<file path="config.mk">
export PLATFORM = sky130hd
export DESIGN_NAME = vga_sync_rx
export DESIGN_NICKNAME = d
export VERILOG_FILES = /design/src/rtl/vga_rx_pkg.sv /design/src/rtl/vga_edge_det.sv /design/src/rtl/vga_sync_rx.sv
export SDC_FILE = /design/constraint.sdc
export NUM_CORES = 1
export LEC_CHECK = 0
export BUFFER_PORTS_ARGS = -buffer_cell sky130_fd_sc_hd__buf_2
export CORE_ASPECT_RATIO = 0.75
export CORE_MARGIN = 2
export CORE_UTILIZATION = 60
export DETAILED_ROUTE_END_ITERATION = 10
export PLACE_DENSITY = 0.8
export SLEW_MARGIN = 25
export SYNTH_ARGS = -nofsm -noshare
export SYNTH_HDL_FRONTEND = slang
export SYNTH_SLANG_ARGS = --single-unit
</file>
<file path="constraint.sdc">
create_clock -name sclk -period 5.6 [get_ports sclk]
set_clock_uncertainty 0.15 [all_clocks]
set_input_delay 1.12 -clock sclk [delete_from_list [all_inputs] [get_ports sclk]]
set_output_delay 1.12 -clock sclk [all_outputs]
set_load 0.1 [all_outputs]
</file>
<file path="src/rtl/vga_rx_pkg.sv">
// Shared VGA timing definitions: lock FSM states and 640x480@60 default timing.
// Also holds the saturating counter step used by the receive counters.
package vga_rx_pkg;

   typedef enum logic [1:0] {
      SEARCH  = 2'd0,
      MEASURE = 2'd1,
      LOCKED  = 2'd2
   } lock_state_e;

   localparam int H_SYNC  = 96;
   localparam int H_BACK  = 48;
   localparam int H_ACT   = 640;
   localparam int H_FRONT = 16;
   localparam int H_TOTAL = H_SYNC + H_BACK + H_ACT + H_FRONT;

   localparam int V_SYNC  = 2;
   localparam int V_BACK  = 33;
   localparam int V_ACT   = 480;
   localparam int V_FRONT = 10;
   localparam int V_TOTAL = V_SYNC + V_BACK + V_ACT + V_FRONT;

   localparam int CNT_W = 11;
   localparam logic [CNT_W-1:0] CNT_MAX = '1;

   function automatic logic [CNT_W-1:0] sat_inc(input logic [CNT_W-1:0] v);
      return (v == CNT_MAX) ? v : v + 1'b1;
   endfunction

endpackage

</file>
<file path="src/rtl/vga_edge_det.sv">
// Registers a sync input and flags the cycle its sample enters the active level.
// Reset clears both samples to 0 so an active-low sync present at reset release is not an edge.
module vga_edge_det #(
   parameter bit POL = 1'b0
) (
   input  logic clk_i,
   input  logic rst_ni,
   input  logic sync_i,
   output logic edge_o
);

   logic sample_q;
   logic prev_q;

   always_ff @(posedge clk_i or negedge rst_ni) begin
      if (!rst_ni) begin
         sample_q <= 1'b0;
         prev_q   <= 1'b0;
      end else begin
         sample_q <= sync_i;
         prev_q   <= sample_q;
      end
   end

   assign edge_o = (sample_q == POL) && (prev_q != POL);

endmodule

</file>
<file path="src/rtl/vga_sync_rx.sv">
// VGA receiver: measures line/frame length, locks onto the timing and
// regenerates pixel coordinates, data-enable and frame-start for the active window.
module vga_sync_rx
   import vga_rx_pkg::*;
#(
   parameter bit SYNC_POL    = 1'b0,
   parameter int H_START     = H_SYNC + H_BACK,
   parameter int H_ACTIVE    = H_ACT,
   parameter int V_START     = V_SYNC + V_BACK,
   parameter int V_ACTIVE    = V_ACT,
   parameter int LOCK_FRAMES = 2
) (
   input  logic        sclk,
   input  logic        rst_n,
   input  logic [3:0]  vga_r,
   input  logic [3:0]  vga_g,
   input  logic [3:0]  vga_b,
   input  logic        h_sync,
   input  logic        v_sync,
   output logic [9:0]  pix_x,
   output logic [9:0]  pix_y,
   output logic        pix_de,
   output logic [11:0] pix_data,
   output logic        frame_start,
   output logic        locked,
   output logic        lock_lost,
   output logic [10:0] h_total,
   output logic [10:0] v_total
);

   localparam logic [CNT_W-1:0] H_LO   = CNT_W'(H_START);
   localparam logic [CNT_W-1:0] H_HI   = CNT_W'(H_START + H_ACTIVE);
   localparam logic [CNT_W-1:0] V_LO   = CNT_W'(V_START);
   localparam logic [CNT_W-1:0] V_HI   = CNT_W'(V_START + V_ACTIVE);
   localparam logic [3:0]       LOCK_N = 4'(LOCK_FRAMES);

   logic             h_edge, v_edge;
   logic [11:0]      rgb_p0_q;
   lock_state_e      state_q, state_d;
   logic [CNT_W-1:0] h_cnt_q, h_cnt_d, v_cnt_q, v_cnt_d;
   logic [CNT_W-1:0] h_inc, v_inc;
   logic [CNT_W-1:0] h_meas_q, h_meas_d, v_meas_q, v_meas_d;
   logic [CNT_W-1:0] h_ref_q, h_ref_d, v_ref_q, v_ref_d;
   logic [3:0]       match_q, match_d, match_inc;
   logic             meas_ok, lost;
   logic             de_d, fs_d, lost_d;
   logic [9:0]       pix_x_d, pix_y_d, pix_x_q, pix_y_q;
   logic [11:0]      pix_data_d, pix_data_q;
   logic             pix_de_q, fs_q, locked_q, lost_q;

   // Stage 0: sync samples live inside the edge detectors, colour alongside them
   vga_edge_det #(.POL(SYNC_POL)) u_h_edge (
      .clk_i  (sclk),
      .rst_ni (rst_n),
      .sync_i (h_sync),
      .edge_o (h_edge)
   );

   vga_edge_det #(.POL(SYNC_POL)) u_v_edge (
      .clk_i  (sclk),
      .rst_ni (rst_n),
      .sync_i (v_sync),
      .edge_o (v_edge)
   );

   always_ff @(posedge sclk or negedge rst_n) begin
      if (!rst_n) rgb_p0_q <= '0;
      else        rgb_p0_q <= {vga_r, vga_g, vga_b};
   end

   // Stage 1: counters and measurements; a v edge wins over a coincident h edge
   always_comb begin
      h_inc    = sat_inc(h_cnt_q);
      v_inc    = sat_inc(v_cnt_q);
      h_cnt_d  = h_edge ? '0 : h_inc;
      v_cnt_d  = v_cnt_q;
      if (v_edge)      v_cnt_d = '0;
      else if (h_edge) v_cnt_d = v_inc;
      h_meas_d = h_edge ? h_inc : h_meas_q;
      v_meas_d = v_edge ? v_inc : v_meas_q;
   end

   always_comb begin
      state_d   = state_q;
      h_ref_d   = h_ref_q;
      v_ref_d   = v_ref_q;
      match_d   = match_q;
      match_inc = match_q + 4'd1;
      meas_ok   = (h_meas_d == h_ref_q) && (v_inc == v_ref_q);
      lost      = (h_edge && (h_inc != h_ref_q)) ||
                  (v_edge && (v_inc != v_ref_q)) ||
                  (h_cnt_q == CNT_MAX);
      unique case (state_q)
         SEARCH: begin
            if (v_edge) begin
               state_d = MEASURE;
               h_ref_d = h_meas_d;
               v_ref_d = v_inc;
               match_d = '0;
            end
         end
         MEASURE: begin
            if (v_edge) begin
               if (meas_ok) begin
                  match_d = match_inc;
                  if (match_inc == LOCK_N) state_d = LOCKED;
               end else begin
                  h_ref_d = h_meas_d;
                  v_ref_d = v_inc;
                  match_d = '0;
               end
            end
         end
         LOCKED: begin
            if (lost) state_d = SEARCH;
         end
         default: state_d = SEARCH;
      endcase
   end

   // Outputs are formed from next-state counters so they register with the same sample
   always_comb begin
      de_d       = (state_d == LOCKED) &&
                   (h_cnt_d >= H_LO) && (h_cnt_d < H_HI) &&
                   (v_cnt_d >= V_LO) && (v_cnt_d < V_HI);
      pix_x_d    = de_d ? 10'(h_cnt_d - H_LO) : '0;
      pix_y_d    = de_d ? 10'(v_cnt_d - V_LO) : '0;
      pix_data_d = de_d ? rgb_p0_q : '0;
      fs_d       = de_d && (pix_x_d == '0) && (pix_y_d == '0);
      lost_d     = (state_q == LOCKED) && (state_d == SEARCH);
   end

   always_ff @(posedge sclk or negedge rst_n) begin
      if (!rst_n) begin
         state_q    <= SEARCH;
         h_cnt_q    <= '0;
         v_cnt_q    <= '0;
         h_meas_q   <= '0;
         v_meas_q   <= '0;
         h_ref_q    <= '0;
         v_ref_q    <= '0;
         match_q    <= '0;
         pix_x_q    <= '0;
         pix_y_q    <= '0;
         pix_data_q <= '0;
         pix_de_q   <= 1'b0;
         fs_q       <= 1'b0;
         locked_q   <= 1'b0;
         lost_q     <= 1'b0;
      end else begin
         state_q    <= state_d;
         h_cnt_q    <= h_cnt_d;
         v_cnt_q    <= v_cnt_d;
         h_meas_q   <= h_meas_d;
         v_meas_q   <= v_meas_d;
         h_ref_q    <= h_ref_d;
         v_ref_q    <= v_ref_d;
         match_q    <= match_d;
         pix_x_q    <= pix_x_d;
         pix_y_q    <= pix_y_d;
         pix_data_q <= pix_data_d;
         pix_de_q   <= de_d;
         fs_q       <= fs_d;
         locked_q   <= (state_d == LOCKED);
         lost_q     <= lost_d;
      end
   end

   assign pix_x       = pix_x_q;
   assign pix_y       = pix_y_q;
   assign pix_data    = pix_data_q;
   assign pix_de      = pix_de_q;
   assign frame_start = fs_q;
   assign locked      = locked_q;
   assign lock_lost   = lost_q;
   assign h_total     = h_meas_q;
   assign v_total     = v_meas_q;

endmodule
</file>
==> summary.md, run 1 <==
| Metric | Value |
|---|---|
| Most used cell, CP | `ha_1` |
| Slowest stage cell on the critical path | `o311ai_4` |
| Area Growth Syn to Fin | `13.3%` |
| Routed WL per cell | `20.8 µm` |
| Least-Margin Pin Slew | `1.01 ns` |
| Slew Limit Fails | `0` |
| Ys async rst share | `100%` |
| Placed wire-length estimate | `12400 µm` |
| Kind of critical path | `reg2reg` |
| Mapped Cells | `663` |
| Chip Width | `127 µm` |
| Yosys reg bits | `124` |
| Clock root cell | `clkbuf_16` |
| CTS tree | `done` |
| Antenna viol nets, final | `0` |
| Buffer count from post-CTS setup fixing | `0` |
| Pre-antenna DRT Iters | `5` |
| Fin crit share | `78.3%` |
| Die area | `12300 µm²` |
| Max Root-Sink Buffers | `2` |
| Die height | `96.5 µm` |
| Cell Chain, Critical Path | `ha_1 -> nand2_1 -> o41a_1 -> xnor2_1 -> nor2_1 -> ha_1 -> nor3b_1 -> o311ai_4 -> buf_4 -> nor3_1` |
| Synth Net Count | `686` |
| Number of clock buffers inserted by TritonCTS | `17` |
| Post-synth EDFFs | `0` |
| Via density | `6.54` |
| Post-synth top cells | `dfrtp_1, nand2_1, nor2_1` |
| Leakage | `0.00348 µW` |
| Min Tclk post-route | `4.38 ns` |
| # DRC | `0` |
| Fin util | `70.4%` |
| Synthesized area | `6850 µm²` |
| Nets@finish | `738` |
| CP required | `5.73 ns` |
| Crit path DAT | `4.51 ns` |
| First-pass GRT wire length | `28900 µm` |
| Via count | `5681` |
| Worst slew margin | `32.5%` |
| Clk pin slew, worst setup/hold paths | `0.06 ns` |
| Most numerous cell in the Yosys netlist | `dfrtp_1` |
| Sequential share of the synthesized area | `45.3%` |
| Largest net degree at the start of global routing | `66` |
| Fmax achieved | `228 MHz` |
| Warnings, synthesis | `0` |
| Core area | `11000 µm²` |
| Mean post-synth cell area | `10.3 µm²` |
| Post-Place Worst Slack | `1.26 ns` |
| Synth top area share | `45.3%` |
| Slowest stage delay, CP | `0.87 ns` |
| Crit start category | `flop` |
| Ant. Diodes | `0` |
| Routed wire length | `18100 µm` |
| Max VDD drop | `0.000262 V` |
| Worst setup EP type | `flop` |
| Tot Pwr | `2710 µW` |
| Clock sink count | `124` |
| Sum of buffers and inverters on the critical path | `1` |
| Iteration-0 DRC Markers | `671` |
| Port Buffers | `73` |
| Max_cap viols | `0` |
| Post-Layout Inst Area | `7760 µm²` |
| Initial antenna violation count | `0` |
| Vias in the first global route | `5462` |
| Initial core utilization | `62.1%` |
| Share of layout cells above drive strength 1 | `24.2%` |
| Routability congestion estimate | `0.946` |
| Finish-stage setup viols | `0` |
| Row cnt | `33` |
| Post-DP Area | `7170 µm²` |
| Grt ovf | `0` |
| Total GRT Usage | `30.6%` |
| Final hold viol count | `0` |
| Top Family by Delay on Critical Path | `compound AO/OA/AOI/OAI gates` |
| Status | `completed` |
| Synth area leaders | `dfrtp_1, xnor2_1, o21ai_0` |
| Worst Hold Class | `reg2reg` |
| Maximum fanout along the worst path | `18` |
| Synth Flop Type | `dfrtp_1` |
| Final setup margin | `1.22 ns` |
| Post-CTS sizing | `0` |
| PwrDens | `350 nW/µm²` |
| TNS Setup | `0 ns` |
| Unrepaired setup endpoints after global routing | `false` |
| H-tree level count | `4` |
| Hold_buf cts | `0` |
| Worst skew pair latency | `0.43 ns` |
| I/O pins | `74` |
| Yosys cell types | `83` |
| Area leader, netlist | `dfrtp_1` |
[final timing paths]
path | start | endpoint | slack [ns] | depth (start not counted)
max in group asynchronous | rst_n | h_total[5] | 3.38 | 2
setup reg to reg | v_cnt_q[0] | pix_x[3] | 1.22 | 10
setup / recovery | v_cnt_q[0] | pix_x[3] | 1.22 | 10
hold / removal | u_h_edge.sample_q | u_h_edge.prev_q | 0.27 | 0
hold reg to reg | u_h_edge.sample_q | u_h_edge.prev_q | 0.27 | 0
min in group asynchronous | rst_n | v_cnt_q[8] | 0.62 | 1
[cell usage in the layout (no fill, tap or decap), drive strengths merged, types with 16 or more instances in the layout]
cell    Yosys  final
a21oi      23     23
buf        33     79
clkbuf     13     18
dfrtp     124    124
inv        26     32
mux2i      20     20
nand2      52     52
nand3      17     17
nor2       45     45
nor3       23     23
nor3b      19     19
nor4       16     16
o21ai      44     44
xnor2      25     25
xor2       20     20
[metal layers]
| metal | part of all wire, % | vias to the layer above | track usage, % | routed length [µm] |
|---|---|---|---|---|
| met5 | 0 | - | 0 | 0 |
| met4 | 1.9 | 0 | 10.4 | 337 |
| met3 | 11 | 47 | 9.31 | 1920 |
| met2 | 43 | 338 | 44.6 | 7730 |
| met1 | 45 | 2776 | 43.6 | 8080 |
| li1 | - | 2520 | - | - |
[area by class of cell]
type	instances	area, µm²
Fill cell	825	3260
Timing Repair Buffer	79	413
Tap cell	140	175
Inverter	26	97.6
Sequential cell	124	3100
Clock buffer	18	429
Clock inverter	14	158
Multi-Input combinational cell	467	3380
[metrics by stage]
| step | hold WS (ns) | instances |
|---|---|---|
| 2_1_floorplan | 0.216 | 663 |
| 3_3_place_gp | 0.243 | 836 |
| 3_5_place_dp | 0.263 | 836 |
| 4_1_cts | 0.278 | 868 |
| 5_1_grt | 0.302 | 868 |
| 6_report | 0.274 | 868 |
[logic make-up (layout without fill, tap and decap cells)]
logic type               count (synthesis)  in the layout  synth area share, %
buffers and inverters                   72            137                 5.32
flip-flops                             124            124                 45.3
AO/OA/AOI/OAI                          150            150                 16.0
XOR/XNOR                                45             45                 5.76
multiplexers                            30             30                 5.24
adder cells (fa/ha/maj)                  8              8                 1.43
AND/OR/NAND/NOR                        234            234                 20.9
[power by group]
group | internal, µW | total, µW | switching (µW)
Combinational | 189 | 574 | 385
Sequential | 954 | 1040 | 82.0
Clock | 664 | 1100 | 440
Total | 1810 | 2710 | 907
[state kept, by name, indices dropped and copies added (netlist names)]
register / cells
pix_de: 1
locked: 1
u_v_edge.sample_q: 1
match_q: 4
h_total: 11
state_q: 2
pix_data: 12
rgb_p0_q: 12
u_v_edge.prev_q: 1
pix_y: 10
u_h_edge.prev_q: 1
v_cnt_q: 11
u_h_edge.sample_q: 1
h_ref_q: 11
lock_lost: 1
frame_start: 1
pix_x: 10
v_ref_q: 11
h_cnt_q: 11
v_total: 11
(Power assumes the default switching activity.)
==> run 2, diff against run 1 <==
--- a/config.mk
+++ b/config.mk
@@ -5,12 +5,13 @@
 export SDC_FILE = /design/constraint.sdc
 export NUM_CORES = 1
 export LEC_CHECK = 0
+export ABC_AREA = 1
 export BUFFER_PORTS_ARGS = -buffer_cell sky130_fd_sc_hd__buf_2
 export CORE_ASPECT_RATIO = 0.75
 export CORE_MARGIN = 2
-export CORE_UTILIZATION = 60
+export CORE_UTILIZATION = 53
 export DETAILED_ROUTE_END_ITERATION = 10
-export PLACE_DENSITY = 0.8
+export PLACE_DENSITY = 0.76
 export SLEW_MARGIN = 25
 export SYNTH_ARGS = -nofsm -noshare
 export SYNTH_HDL_FRONTEND = slang
==> constraint.sdc (replaced) <==
create_clock -name sclk -period 3.8 [get_ports sclk]
set_clock_uncertainty 0.15 [all_clocks]
set_input_delay 0.76 -clock sclk [delete_from_list [all_inputs] [get_ports sclk]]
set_output_delay 0.76 -clock sclk [all_outputs]
set_load 0.1 [all_outputs]
==> run 2 against run 1 <==
Sequential cell count unchanged. Worst hold slack got worse by 0.076 ns. Combinational power increased by 74%. Synthesized cell count increased by 16%. Clock power increased by 46%. Non-clock buffer count increased by 2. Power increased by 53%. Global-route usage decreased by 6.5 points. First-iteration DRC count decreased by 30%. Maximum frequency increased by 30%. Critical path type unchanged. Critical endpoint is now pix_x[2].
==> summary.md, run 2 <==
| Metric | Value |
|---|---|
| First-pass GRT wire length | `23800 µm (-17%)` |
| Most numerous cell in the Yosys netlist | `nand2_1` |
| Min Tclk post-route | `3.38 ns (-1.01 ns)` |
| Area Growth Syn to Fin | `17.8%` |
| Slowest stage cell on the critical path | `dfrtp_1` |
| Routed wire length | `14100 µm (-22%)` |
| # DRC | `0 (unchanged)` |
| Cell Chain, Critical Path | `ha_1 -> inv_1 -> nor2_4 -> nand3_4 -> nand2_1 -> nand2_1 -> nand2_1 -> nand2_1 -> inv_2 -> ha_1 -> inv_1 -> nor2_1 -> a21oi_1 -> nand2_1 -> nand3_1 -> a21oi_4 -> inv_4 -> nor3_2` |
| Slowest stage delay, CP | `0.42 ns (-0.45 ns)` |
| Finish-stage setup viols | `0 (unchanged)` |
| Area of the multi-input gates | `2580 µm² (-24%)` |
| Worst skew pair latency | `0.42 ns (about the same)` |
| Leakage | `0.00401 µW (+15%)` |
| PwrDens | `567 nW/µm² (+62%)` |
| Final hold viol count | `0 (unchanged)` |
| Fmax achieved | `296 MHz (+30%)` |
| Routability congestion estimate | `0.892 (-5.8%)` |
| Die height | `97.8 µm (+1.4%)` |
| Initial antenna violation count | `0 (unchanged)` |
| Number of clock buffers inserted by TritonCTS | `17 (unchanged)` |
| Ant. Diodes | `0 (unchanged)` |
| Grt ovf | `0 (unchanged)` |
| Most used cell, CP | `nand2_1` |
| Routed WL per cell | `13.8 µm (-34%)` |
| Initial core utilization | `54.0% (-8.1 points)` |
| Via density | `5.06 (-23%)` |
| Largest net degree at the start of global routing | `51 (-23%)` |
| Die area | `12600 µm² (+2.8%)` |
| Crit path DAT | `3.56 ns (-0.95 ns)` |
| Maximum fanout along the worst path | `30 (+12)` |
| Post-synth top cells | `nand2_1, dfrtp_1, inv_1` |
| Synth top area share | `49.9% (+4.5 points)` |
| Clock sink count | `124 (unchanged)` |
| Fin util | `63.6% (-6.8 points)` |
| Source of the worst register-to-register timing path | `v_cnt_q[0]` |
| Ys async rst share | `100% (unchanged)` |
| Max_cap viols | `0 (unchanged)` |
| Share of layout cells above drive strength 1 | `21.0% (-3.2 points)` |
| Clock root cell | `clkbuf_16` |
| Yosys cell types | `38 (-54%)` |
| Iteration-0 DRC Markers | `470 (-30%)` |
| Unrepaired setup endpoints after global routing | `false` |
| Chip Width | `129 µm (+1.4%)` |
| Reg2Reg Capture Point | `pix_x[2]` |
| Total GRT Usage | `24.1% (-6.5 points)` |
| Row cnt | `34 (+3.0%)` |
| CTS tree | `done` |
| Fillcell total | `972 (+18%)` |
| Area leader, netlist | `dfrtp_1` |
| Warnings, synthesis | `0 (unchanged)` |
| Buffer count from post-CTS setup fixing | `0 (unchanged)` |
| Mean post-synth cell area | `8.12 µm² (-21%)` |
| Placed wire-length estimate | `10000 µm (-19%)` |
| Least-Margin Pin Slew | `0.624 ns (-0.387 ns)` |
| Worst setup EP type | `flop` |
| Pre-antenna DRT Iters | `5 (unchanged)` |
| Synthesized area | `6220 µm² (-9.1%)` |
| Max Root-Sink Buffers | `2 (unchanged)` |
| Commonest cells after routing, fill and taps aside | `nand2_1, dfrtp_1, inv_1, buf_2, nand3_1` |
| Yosys reg bits | `124 (unchanged)` |
| Post-Layout Inst Area | `7330 µm² (-5.5%)` |
| Synth Net Count | `789 (+15%)` |
| Most common cell after layout, fill and taps aside | `nand2_1` |
| Port Buffers | `73 (unchanged)` |
| Mapped Cells | `766 (+16%)` |
| Hold_ws | `0.198 ns (-0.0764 ns)` |
| Worst Hold Class | `in2async` |
| Sequential share of the synthesized area | `49.9% (+4.5 points)` |
| Setup slack, reg-to-reg | `0.42 ns (-0.79 ns)` |
| Kind of critical path | `reg2reg` |
| Antenna viol nets, final | `0 (unchanged)` |
| Clk pin slew, worst setup/hold paths | `0.06 ns (about the same)` |
| Vias in the first global route | `4938 (-9.6%)` |
| Synth Flop Type | `dfrtp_1` |
| Worst slew margin | `58.4% (+26 points)` |
| Max VDD drop | `0.000299 V (+14%)` |
| Core area | `11500 µm² (+4.6%)` |
| TNS Setup | `0 ns (unchanged)` |
| I/O pins | `74 (unchanged)` |
| CP required | `3.99 ns (-1.74 ns)` |
| Status | `completed` |
| Tot Pwr | `4150 µW (+53%)` |
| Via count | `5174 (-8.9%)` |
| Post-synth EDFFs | `0 (unchanged)` |
| Synth area leaders | `dfrtp_1, nand2_1, inv_1` |
| Crit start category | `flop` |
| Slew Limit Fails | `0 (unchanged)` |
| Reg2reg path depth | `18 (+8)` |
| Post-DP Area | `6730 µm² (-6.1%)` |
| Register Area | `3100 µm² (unchanged)` |
| H-tree level count | `4 (unchanged)` |
| Fin crit share | `88.9% (+11 points)` |
| Nets@finish | `871 (+18%)` |
-- run 2: cell count changes in the layout (fill, tap and decap cells not counted), moves of 11 or more --
cell / previous run / this run
a21oi_1: 23 / 11
xnor2_1: 25 / 4
nor3_1: 16 / 1
nand2_1: 51 / 223
inv_1: 25 / 106
nor3b_2: 14 / 0
nor2_2: 2 / 28
and3_1: 11 / 0
nand3_1: 14 / 63
mux2i_1: 18 / 0
-- run 2: critical path, delay by kind of cell (launching register included) --
kind,cells,cell delay (ns)
fa+ha+maj,2,0.44
flops,1,0.42
simple gates,10,1.42
buf+inv,4,0.51
compound gates,2,0.34
-- run 2: what timing repair did --
action | in CTS | in global routing
hold buffers | 0 | 0
setup endpoints to repair | 0 | 29
gates resized for setup | 0 | 2
hold endpoints to repair | 0 | 0
-- run 2: kinds of logic (layout without fill, tap and decap cells) --
logic type | after synthesis | after routing | share of synthesized area [%]
fa+ha+maj | 7 | 7 | 1.41
simple gates | 418 | 418 | 31.2
compound gates | 73 | 73 | 6.86
xor+xnor | 14 | 14 | 1.97
buf+inv | 130 | 225 | 8.71
flops | 124 | 124 | 49.9
-- run 2: final cells by class --
class / instances / area share (%)
flip-flops and latches: 124 / 42.3
multi-input cells: 512 / 35.2
clock buffers: 19 / 6.18
repair buffers: 81 / 5.84
inverters: 112 / 5.77
well taps: 162 / 2.76
clock inverters: 13 / 1.95
-- run 2: stage by stage --
stage	std cells	setup slack [ns]
2_1_floorplan	766	1.19
4_1_cts	1023	0.317
5_1_grt	1023	0.0874
3_5_place_dp	991	0.381
3_3_place_gp	991	0.486
6_report	1023	0.423
-- run 2: worst max-delay path by stage --
stage / from / end / depth (start not counted)
after floorplan: h_cnt_q[0] / pix_x[2] / 17
after global placement: v_cnt_q[0] / pix_x[6] / 18
after detailed placement: v_cnt_q[0] / pix_x[2] / 18
after CTS: v_cnt_q[0] / pix_y[8] / 18
after global routing: h_cnt_q[0] / h_ref_q[9] / 18
final: v_cnt_q[0] / pix_x[2] / 18
-- run 2: power breakdown --
| group | switching (µW) | internal, µW | total (µW) |
|---|---|---|---|
| Sequential | 102 | 1440 | 1550 |
| Combinational | 760 | 243 | 1000 |
| Clock | 605 | 1000 | 1610 |
-- run 2: per-layer routing --
metal	vias to the layer above	wire length [µm]	GRT usage (%)
li1	2572	-	-
met1	2425	6610	33.7
met2	163	6530	37.7
met3	14	767	5.59
met4	0	166	7.02
met5	-	0	0
==> run 3, diff against run 2 <==
--- a/config.mk
+++ b/config.mk
@@ -12,6 +12,7 @@
 export CORE_UTILIZATION = 53
 export DETAILED_ROUTE_END_ITERATION = 10
 export PLACE_DENSITY = 0.76
+export RECOVER_POWER = 100
 export SLEW_MARGIN = 25
 export SYNTH_ARGS = -nofsm -noshare
 export SYNTH_HDL_FRONTEND = slang
==> run 3 against run 2 <==
The flow now finishes with violations (capacitance limit, slew limit). Die area stayed put. Global-route usage is the same. Setup slack got worse by 0.023 ns. Routed wire length is 0.23% higher. Maximum frequency decreased by 0.68%. Highest routed layer unchanged. Largest power group unchanged. Utilization is 1.5 points lower.
==> summary.md, run 3 (synthesized netlist as in run 2, its figures left out) <==
| Metric | Value |
|---|---|
| Status | `complete, but fails checks` |
| Failing checks | `capacitance limit, slew limit` |
| Fmax achieved | `294 MHz (-0.68%)` |
| Cell Chain, Critical Path | `ha_1 -> inv_1 -> nor2_4 -> nand3_4 -> nand2_1 -> nand2_1 -> nand2_1 -> nand2_1 -> inv_1 -> ha_1 -> inv_1 -> nor2_1 -> a21oi_1 -> nand2_1 -> nand3_1 -> a21oi_4 -> inv_4 -> nor3_1` |
| Least-Margin Pin Slew | `2.58 ns (+1.96 ns)` |
| Vias in the first global route | `4938 (unchanged)` |
| Unrepaired setup endpoints after global routing | `false` |
| Hold_ws | `0.228 ns (+0.0305 ns)` |
| Crit path DAT | `3.58 ns (+0.02 ns)` |
| Fillcell total | `1021 (+5.0%)` |
| Port Buffers | `73 (unchanged)` |
| Number of clock buffers inserted by TritonCTS | `17 (unchanged)` |
| Placed cells | `991 (unchanged)` |
| Fin crit share | `89.5% (+0.61 points)` |
| Chip Width | `129 µm (unchanged)` |
| Clk pin slew, worst setup/hold paths | `0.06 ns (about the same)` |
| Worst slew margin | `-72.3% (-130 points)` |
| I/O pins | `74 (unchanged)` |
| Core area | `11500 µm² (unchanged)` |
| Top Family by Delay on Critical Path | `simple AND/OR/NAND/NOR gates` |
| Fin util | `62.1% (-1.5 points)` |
| Antenna viol nets, final | `0 (unchanged)` |
| First-pass GRT wire length | `23800 µm (unchanged)` |
| Clock root cell | `clkbuf_16` |
| Crit start category | `flop` |
| Largest net degree at the start of global routing | `51 (unchanged)` |
| Slowest stage delay, CP | `0.42 ns (about the same)` |
| Finish-stage setup viols | `0 (unchanged)` |
| Initial antenna violation count | `0 (unchanged)` |
| Share of layout cells above drive strength 1 | `10.6% (-10 points)` |
| Clock sink count | `124 (unchanged)` |
| Finished Layout Cells | `1023 (unchanged)` |
| Row cnt | `34 (unchanged)` |
| Routability congestion estimate | `0.892 (unchanged)` |
| Final hold viol count | `0 (unchanged)` |
| Routed wire length | `14100 µm (+0.23%)` |
| Most used cell, CP | `nand2_1` |
| Hold_buf cts | `0 (unchanged)` |
| Total GRT Usage | `24.1% (unchanged)` |
| Pre-antenna DRT Iters | `5 (unchanged)` |
| Leakage | `0.00378 µW (-5.7%)` |
| Max_cap viols | `1 (+1)` |
| Area Growth Syn to Fin | `15.1%` |
| Via density | `5.04 (-0.31%)` |
| Post-CTS sizing | `0 (unchanged)` |
| Max Root-Sink Buffers | `2 (unchanged)` |
| # DRC | `0 (unchanged)` |
| Max VDD drop | `0.000295 V (-1.1%)` |
| Buffer count from post-CTS setup fixing | `0 (unchanged)` |
| Min Tclk post-route | `3.40 ns (+0.0230 ns)` |
| Routed WL per cell | `13.8 µm (+0.23%)` |
| Kind of critical path | `reg2reg` |
| CP required | `3.98 ns (about the same)` |
| Commonest cells after routing, fill and taps aside | `nand2_1, dfrtp_1, inv_1, nor2_1, nand3_1` |
| Iteration-0 DRC Markers | `365 (-22%)` |
| TNS Setup | `0 ns (unchanged)` |
| Initial core utilization | `54.0% (unchanged)` |
| H-tree level count | `4 (unchanged)` |
| Maximum fanout along the worst path | `30 (unchanged)` |
| Slew Limit Fails | `51 (+51)` |
| Placed wire-length estimate | `10000 µm (unchanged)` |
| Sum of buffers and inverters on the critical path | `4 (unchanged)` |
| Slowest stage cell on the critical path | `dfrtp_1` |
| Die area | `12600 µm² (unchanged)` |
| Ant. Diodes | `0 (unchanged)` |
| Worst skew pair latency | `0.41 ns (about the same)` |
| Worst setup EP type | `flop` |
| Grt ovf | `0 (unchanged)` |
| Nets@finish | `871 (unchanged)` |
| Worst Hold Class | `reg2reg` |
| Via count | `5158 (-0.31%)` |
| CTS tree | `done` |
| PwrDens | `576 nW/µm² (+1.7%)` |
| Most common cell after layout, fill and taps aside | `nand2_1` |
| Die height | `97.8 µm (unchanged)` |
-- run 3: cell types whose count changed in the layout (fill, tap and decap cells not counted), moves of 4 or more --
cell and delta:
clkbuf_1 +59, buf_2 -58, nor2_1 +20, nor2_2 -20, a21oi_1 +4, a21oi_2 -4
buf_4 -4
-- run 3: routing by layer --
metal  vias up  part of all wire, %  GRT usage, %
li1       2574                    -             -
met1      2420                   48          33.7
met2       147                   46          37.7
met3        17                  5.1          5.59
met4         0                  1.3          7.02
met5         -                    0             0
-- run 3: report_power, final --
part / switching, µW / internal [µW]
sequential: 104 / 1440
clock: 602 / 1000
combinational: 750 / 228
-- run 3: final timing paths --
kind | startpoint | to | slack, ns | cells past startpoint
setup / recovery | v_cnt_q[0] | pix_x[2] | 0.40 | 18
hold / removal | u_v_edge.sample_q | u_v_edge.prev_q | 0.23 | 0
setup reg to reg | v_cnt_q[0] | pix_x[2] | 0.40 | 18
hold reg to reg | u_v_edge.sample_q | u_v_edge.prev_q | 0.23 | 0
max in group asynchronous | rst_n | pix_y[8] | 0.74 | 2
min in group asynchronous | rst_n | h_cnt_q[5] | 0.99 | 1
-- run 3: area by class of cell --
type                            instances  area [µm²]  area share [%]
Clock inverter                         13         143            1.99
Tap cell                              162         203            2.83
Clock buffer                           19         453            6.32
Timing Repair Buffer                   81         349            4.87
Multi-Input combinational cell        512        2490            34.7
Sequential cell                       124        3100            43.3
Inverter                              112         423            5.90
-- run 3: worst reg2reg max path: stages (launching register included) --
cell     delay (ns)
dfrtp_1        0.42
ha_1           0.24
inv_1          0.09
nor2_4         0.20
nand3_4        0.20
nand2_1        0.15
nand2_1        0.12
nand2_1        0.08
nand2_1        0.09
inv_1          0.16
ha_1           0.23
inv_1          0.08
nor2_1         0.21
a21oi_1        0.10
nand2_1        0.06
nand3_1        0.13
a21oi_4        0.24
inv_4          0.18
nor3_1         0.19
-- run 3: per-stage QoR --
| step | worst slack, ns | instance area [µm²] | total power, µW |
|---|---|---|---|
| after floorplan | 1.19 | 6220 | 2330 |
| after global placement | 0.486 | 6730 | 2560 |
| after detailed placement | 0.381 | 6730 | 2560 |
| after CTS | 0.317 | 7330 | 4170 |
| after global routing | 0.0510 | 7160 | 4340 |
| final | 0.400 | 7160 | 4130 |
